==> src/rtl/gic_master.sv <==
// gic_master: Wishbone classic slave that forwards each accepted bus cycle
// to a remote GIC slave over a 4-bit nibble link. It then completes the local
// cycle with ack, err or rty, according to the remote response.
//
// Ports:
//   wbs_clk_i, wbs_rst_i     clock, asynchronous active-high reset
//   wbs_adr_i/dat_i/sel_i    request address, write data, byte selects
//   wbs_we_i/cyc_i/stb_i     Wishbone control
//   wbs_cti_i/bte_i          ignored (classic cycles only)
//   wbs_dat_o                read data, held until the next read
//   wbs_ack_o/err_o/rty_o    single-clock termination pulses
//   gic_dat_o                registered link nibble toward the GIC slave
//   gic_dat_i                link nibble from the GIC slave
module gic_master #(
  parameter logic [3:0] idle    = 4'b1111,
  parameter int         timeout = 255
) (
  input  logic        wbs_clk_i,
  input  logic        wbs_rst_i,
  input  logic [31:0] wbs_adr_i,
  input  logic [31:0] wbs_dat_i,
  input  logic [3:0]  wbs_sel_i,
  input  logic        wbs_we_i,
  input  logic        wbs_cyc_i,
  input  logic        wbs_stb_i,
  input  logic [2:0]  wbs_cti_i,
  input  logic [1:0]  wbs_bte_i,
  output logic [31:0] wbs_dat_o,
  output logic        wbs_ack_o,
  output logic        wbs_err_o,
  output logic        wbs_rty_o,
  output logic [3:0]  gic_dat_o,
  input  logic [3:0]  gic_dat_i
);

  localparam logic [3:0]  MST_INIT = 4'b1010;
  localparam logic [3:0]  SLV_INIT = 4'b0101;
  localparam logic [3:0]  WORD_END = 4'b1100;
  localparam logic [15:0] TMO_LAST = 16'(timeout - 1);

  typedef enum logic [3:0] {
    IDLE, INIT, CMD, SEL, ADR, DAT, CKSUM, WAIT, RESP, RDAT, RCKS, DONE
  } state_t;

  state_t      state;
  logic [2:0]  cnt;
  logic [2:0]  cnt_m1;
  logic [15:0] wcnt;
  logic        we_q;
  logic [3:0]  resp_q;
  logic [3:0]  rcs;
  logic [31:0] adr_q;
  logic [31:0] dat_q;
  logic [3:0]  sel_q;
  logic [3:0]  req_csum;
  logic        req;
  logic        accept;
  logic        unused_ok;

  // XOR of the eight nibbles of a 32-bit word.
  function automatic logic [3:0] xor_nib(input logic [31:0] w);
    logic [3:0] r;
    r = 4'h0;
    for (int i = 0; i < 8; i++) r = r ^ w[4*i +: 4];
    return r;
  endfunction

  // Remote response nibble to {rty, err, ack}; anything not one-hot is err.
  function automatic logic [2:0] decode_resp(input logic [3:0] r);
    case (r)
      4'b0001: return 3'b001;
      4'b0100: return 3'b100;
      default: return 3'b010;
    endcase
  endfunction

  assign unused_ok = ^{wbs_cti_i, wbs_bte_i};
  assign req       = wbs_cyc_i & wbs_stb_i;
  // Termination still showing means the previous cycle is being closed.
  assign accept    = req & ~(wbs_ack_o | wbs_err_o | wbs_rty_o);
  assign cnt_m1    = cnt - 3'd1;

  // Request checksum from the latched cycle; the cmd nibble does not take part.
  assign req_csum = sel_q ^ xor_nib(adr_q) ^ WORD_END ^
                    (we_q ? (xor_nib(dat_q) ^ WORD_END) : 4'h0);

  // Latched request payload (no reset needed: only read after a latch).
  always_ff @(posedge wbs_clk_i) begin
    if (state == IDLE && accept) begin
      adr_q <= wbs_adr_i;
      dat_q <= wbs_dat_i;
      sel_q <= wbs_sel_i;
    end
  end

  // Main FSM; gic_dat_o is loaded with the nibble of the state being entered.
  always_ff @(posedge wbs_clk_i or posedge wbs_rst_i) begin
    if (wbs_rst_i) begin
      state     <= IDLE;
      cnt       <= 3'd0;
      wcnt      <= 16'd0;
      we_q      <= 1'b0;
      resp_q    <= 4'h0;
      rcs       <= 4'h0;
      wbs_dat_o <= 32'h0;
      wbs_ack_o <= 1'b0;
      wbs_err_o <= 1'b0;
      wbs_rty_o <= 1'b0;
      gic_dat_o <= idle;
    end else begin
      case (state)
        IDLE: begin
          gic_dat_o <= idle;
          if (accept) begin
            we_q      <= wbs_we_i;
            state     <= INIT;
            gic_dat_o <= MST_INIT;
          end
        end
        INIT: begin
          state     <= CMD;
          gic_dat_o <= {we_q, 3'b000};
        end
        CMD: begin
          state     <= SEL;
          gic_dat_o <= sel_q;
        end
        SEL: begin
          state     <= ADR;
          cnt       <= 3'd7;
          gic_dat_o <= adr_q[31:28];
        end
        ADR: begin
          if (cnt == 3'd0) begin
            if (we_q) begin
              state     <= DAT;
              cnt       <= 3'd7;
              gic_dat_o <= dat_q[31:28];
            end else begin
              state     <= CKSUM;
              gic_dat_o <= req_csum;
            end
          end else begin
            cnt       <= cnt_m1;
            gic_dat_o <= adr_q[{cnt_m1, 2'b00} +: 4];
          end
        end
        DAT: begin
          if (cnt == 3'd0) begin
            state     <= CKSUM;
            gic_dat_o <= req_csum;
          end else begin
            cnt       <= cnt_m1;
            gic_dat_o <= dat_q[{cnt_m1, 2'b00} +: 4];
          end
        end
        CKSUM: begin
          state     <= WAIT;
          wcnt      <= 16'd0;
          gic_dat_o <= idle;
        end
        WAIT: begin
          gic_dat_o <= idle;
          if (gic_dat_i == SLV_INIT) begin
            state <= RESP;
          end else if (wcnt == TMO_LAST) begin
            state     <= DONE;
            wbs_err_o <= req;
          end else begin
            wcnt <= wcnt + 16'd1;
          end
        end
        RESP: begin
          resp_q <= gic_dat_i;
          // The slave always sends read data, whatever the response code.
          if (we_q) begin
            state <= DONE;
            {wbs_rty_o, wbs_err_o, wbs_ack_o} <= req ? decode_resp(gic_dat_i) : 3'b000;
          end else begin
            state <= RDAT;
            cnt   <= 3'd7;
            rcs   <= 4'h0;
          end
        end
        RDAT: begin
          wbs_dat_o <= {wbs_dat_o[27:0], gic_dat_i};
          rcs       <= rcs ^ gic_dat_i;
          if (cnt == 3'd0) state <= RCKS;
          else             cnt   <= cnt_m1;
        end
        RCKS: begin
          state <= DONE;
          if (!req)
            {wbs_rty_o, wbs_err_o, wbs_ack_o} <= 3'b000;
          else if (gic_dat_i != (rcs ^ WORD_END))
            {wbs_rty_o, wbs_err_o, wbs_ack_o} <= 3'b010;
          else
            {wbs_rty_o, wbs_err_o, wbs_ack_o} <= decode_resp(resp_q);
        end
        DONE: begin
          state <= IDLE;
          {wbs_rty_o, wbs_err_o, wbs_ack_o} <= 3'b000;
        end
        default: begin
          state     <= IDLE;
          gic_dat_o <= idle;
        end
      endcase
    end
  end

endmodule

==> config.mk <==
export PLATFORM = sky130hd
export DESIGN_NAME = gic_master
export DESIGN_NICKNAME = d
export VERILOG_FILES = /design/src/rtl/gic_master.sv
export SDC_FILE = /design/constraint.sdc
export NUM_CORES = 1
export LEC_CHECK = 0
export CAP_MARGIN = 40
export CORE_UTILIZATION = 48
export CTS_CLUSTER_DIAMETER = 30
export DETAILED_ROUTE_END_ITERATION = 12
export GPL_ROUTABILITY_DRIVEN = 0
export PLACE_DENSITY = 0.77
export SETUP_SLACK_MARGIN = 0.5
export SLEW_MARGIN = 20
export SYNTH_ARGS = -nofsm -noshare
export SYNTH_HDL_FRONTEND = slang
export SYNTH_SLANG_ARGS = --single-unit
==> constraint.sdc <==
create_clock -name wbs_clk_i -period 2.8 [get_ports wbs_clk_i]
set_input_delay 0.56 -clock wbs_clk_i [delete_from_list [all_inputs] [get_ports wbs_clk_i]]
set_output_delay 0.56 -clock wbs_clk_i [all_outputs]
set_load 0.01 [all_outputs]
==> summary.md <==
| Metric | Value |
|---|---|
| Status | `complete, no violations` |
| Place WS | `0.1119 ns` |
| Setup ws final | `0.5044 ns` |
| Combinational power share | `0.338` |
| CP max FO | `8` |
| Number of global-route vias before repair | `5,017` |
| Synth area leader | `edfxtp_1` |
| Final min period | `2.296 ns` |
| Critical-path cell list | `or4_4 -> or4_4 -> nand2_1 -> nand2_1 -> mux2_2` |
| Pleak | `3.566 nW` |
| # IOs | `121` |
| Wl on met1 | `5.992 mm` |
| F_max | `435.6 MHz` |
| FF+latch count, synth | `139` |
| Main synth FF type | `edfxtp_1` |
| ANT cells | `0` |
| Worst rel slew slack | `0.5664` |
| Placed Cells | `873` |
| Hold Path Stages | `2` |
| Largest stage delay, worst path | `0.55 ns` |
| # port buffers | `115` |
| Final Setup Violations | `0` |
| PwrDens | `900.2 nW/um2` |
| Max Used Layer | `met4` |
| Area of the die | `14,560 um2` |
| First drt pass iteration count | `4` |
| CTS max path bufs | `2` |
| GRT Overall Usage | `0.2112` |
| EDFF count, synth | `68` |
| Period utilization | `0.8199` |
| Num Clock Sinks | `139` |
| Slowest cell on the critical path | `or4_4` |
| GRT overflow | `0` |
| Pint | `0.005521 W` |
| Metal2 WL | `7.321 mm` |
| Hold crit path type | `reg2reg` |
| Sum Neg Setup Slack | `0 ns` |
| Share of cells above drive strength 1 | `0.1468` |
| Crit. path cell count | `5` |
| VDD IR max | `463.1 uV` |
| Initial DRC count | `246` |
| Ys async rst share | `0.5108` |
| Clock share of power | `0.305` |
| Share of power burned in registers | `0.357` |
| Hold slack final | `0.4859 ns` |
| Crit path buffers/inverters | `0` |
| Die Span Y | `120.7 um` |
| YS warnings | `0` |
| Routed WL | `14.47 mm` |
| DR vias | `4,894` |
| Post-synth top area share | `0.3020` |
| Worst-margin pin slew | `0.6504 ns` |
| Largest net degree at the start of global routing | `71` |
| Synth unique cells | `60` |
| Final HPWL DP | `9.964 mm` |
| Synth Area per Inst | `11.62 um2` |
| Clock skew | `0.01057 ns` |
| H-tree depth | `4` |
| CTS Hold Buffers Added | `0` |
| Worst reg-to-reg path cell count | `5` |
| CTS tree | `done` |
| First-pass GRT wire length | `23.77 mm` |
| Layout Nets | `802` |
| Starting Density | `0.4890` |
| Met3 WL | `820 um` |
| Most common cell after layout, fill and taps aside | `nand2_1` |
| Post-route DRC | `0` |
| Synthesized cell area | `6761 um2` |
| Max-cap viol count | `0` |
| Synth Net Count | `668` |
| WS Path Type | `reg2reg` |
| DR vias/cell | `5.384` |
| Cell row count | `43` |
| Initial antenna violation count | `0` |
| Core area | `13,830 um2` |
| TritonCTS Buffers | `17` |
| Startpoint class of the critical path | `flop` |
| Net Sw Frac | `0.3158` |
| Drt wl/cell | `15.92 um` |
| Psw | `0.002549 W` |
| Cell count after synthesis | `582` |
| Fin util | `0.6483` |
| Clk slew on worst S/H paths | `0.06 ns` |
| Skew-Pair Late Insertion Delay | `0.42 ns` |
| RSZ-0062 raised after global routing | `true` |
| Final Max Slew Viols | `0` |
| Register area share after synthesis | `0.5655` |
| CP arrival | `2.60 ns` |
| CP Capture Type | `flop` |
| Critical Path RT | `3.10 ns` |
| Root Buffer Master | `clkbuf_16` |
| DIE WIDTH | `120.7 um` |
| Cell Count, Final, Fillers Out | `909` |
| Post-route ant nets | `0` |
| Area Growth Syn to Fin | `32.57%` |
| Top cells by area, synth | `edfxtp_1 (30%), dfrtp_1 (25%), xnor2_1 (7.3%)` |
| Crit path max-delay family | `simple AND/OR/NAND/NOR gates` |
| Commonest cells after routing, fill and taps aside | `nand2_1 (125), clkdlybuf4s50_1 (115), edfxtp_1 (68)` |
| Hold Violations, Final | `0` |
power by group through the flow:
stage | Clock (W) | Sequential (W) | Combinational, W
after floorplan | 0 | 0.00283 | 0.00183
after global placement | 0 | 0.00289 | 0.00257
after detailed placement | 0 | 0.00291 | 0.00264
after CTS | 0.00250 | 0.00288 | 0.00268
after global routing | 0.00259 | 0.00293 | 0.00299
final | 0.00246 | 0.00288 | 0.00273
stage by stage:
| stage | instance area (um2) | total power (W) |
|---|---|---|
| after floorplan | 6825 | 0.004667 |
| after global placement | 8239 | 0.005461 |
| after detailed placement | 8239 | 0.005555 |
| after CTS | 8899 | 0.008065 |
| after global routing | 8964 | 0.008511 |
| final | 8964 | 0.008069 |
final timing paths:
kind / start / to / slack [ns]
setup / recovery: wcnt[11] / state[0] / 0.50
hold / removal: wbs_dat_o[30] / wbs_dat_o[30] / 0.49
setup reg to reg: wcnt[11] / state[0] / 0.50
hold reg to reg: wbs_dat_o[30] / wbs_dat_o[30] / 0.49
max in group asynchronous: wbs_rst_i / gic_dat_o[1] / 1.55
min in group asynchronous: wbs_rst_i / wbs_dat_o[28] / 0.57
synth_stat cells, drive strengths merged, types with 4 or more instances:
master  instances
a211oi          5
a21oi          19
a31oi           4
and3            4
buf             6
clkbuf         18
dfrtp          67
dfstp           4
edfxtp         68
ha              4
inv             8
mux2            7
mux2i           6
mux4           16
nand2         125
nand2b          5
nand3           6
nand4           6
nor2           35
nor2b           7
nor3           11
nor4            4
o21ai          21
o22ai           4
or3             4
xnor2          56
xnor3           4
xor2           15
worst reg2reg max path, delay by kind of cell (launching register included):
family	cells	cell delay (ns)
simple gates	4	1.47
flops	1	0.42
mux	1	0.29
registers in the layout, indices dropped and copies added, names as in the netlist, 3 cells and up:
signal     flops
state          4
adr_q         32
rcs            4
cnt            3
gic_dat_o      4
resp_q         4
wbs_dat_o     32
wcnt          16
dat_q         32
sel_q          4
logic make-up (layout without fill, tap and decap cells):
group | Yosys count | after routing | share of synthesized area
simple gates | 224 | 224 | 0.1499
flops | 139 | 139 | 0.5655
compound gates | 78 | 79 | 0.07550
xor+xnor | 75 | 75 | 0.1053
buf+inv | 33 | 179 | 0.02258
mux | 29 | 29 | 0.07384
fa+ha+maj | 4 | 4 | 0.007402
final cells by class:
class / count / area (um2)
tap: 180 / 225.2
clock buffer: 19 / 432.9
timing repair buffer: 139 / 1364
multi-input combinational: 411 / 2863
fill: 1033 / 4863
sequential: 139 / 3829
clock inverter: 13 / 214.0
inverter: 8 / 36.28
layer usage:
layer,vias up,global-route usage
met1,2375,0.2549
met4,0,0.09414
li1,2336,-
met3,29,0.05283
met5,-,0
met2,154,0.3570
what timing repair did:
| item | CTS | global route |
|---|---|---|
| pin swaps | 1 | 2 |
| resized for setup | 3 | 11 |
| gates cloned | 0 | 1 |
| endpoints found under the setup margin | 7 | 12 |
| buffers inserted | 0 | 3 |
Power figures use the tool's default switching activity.
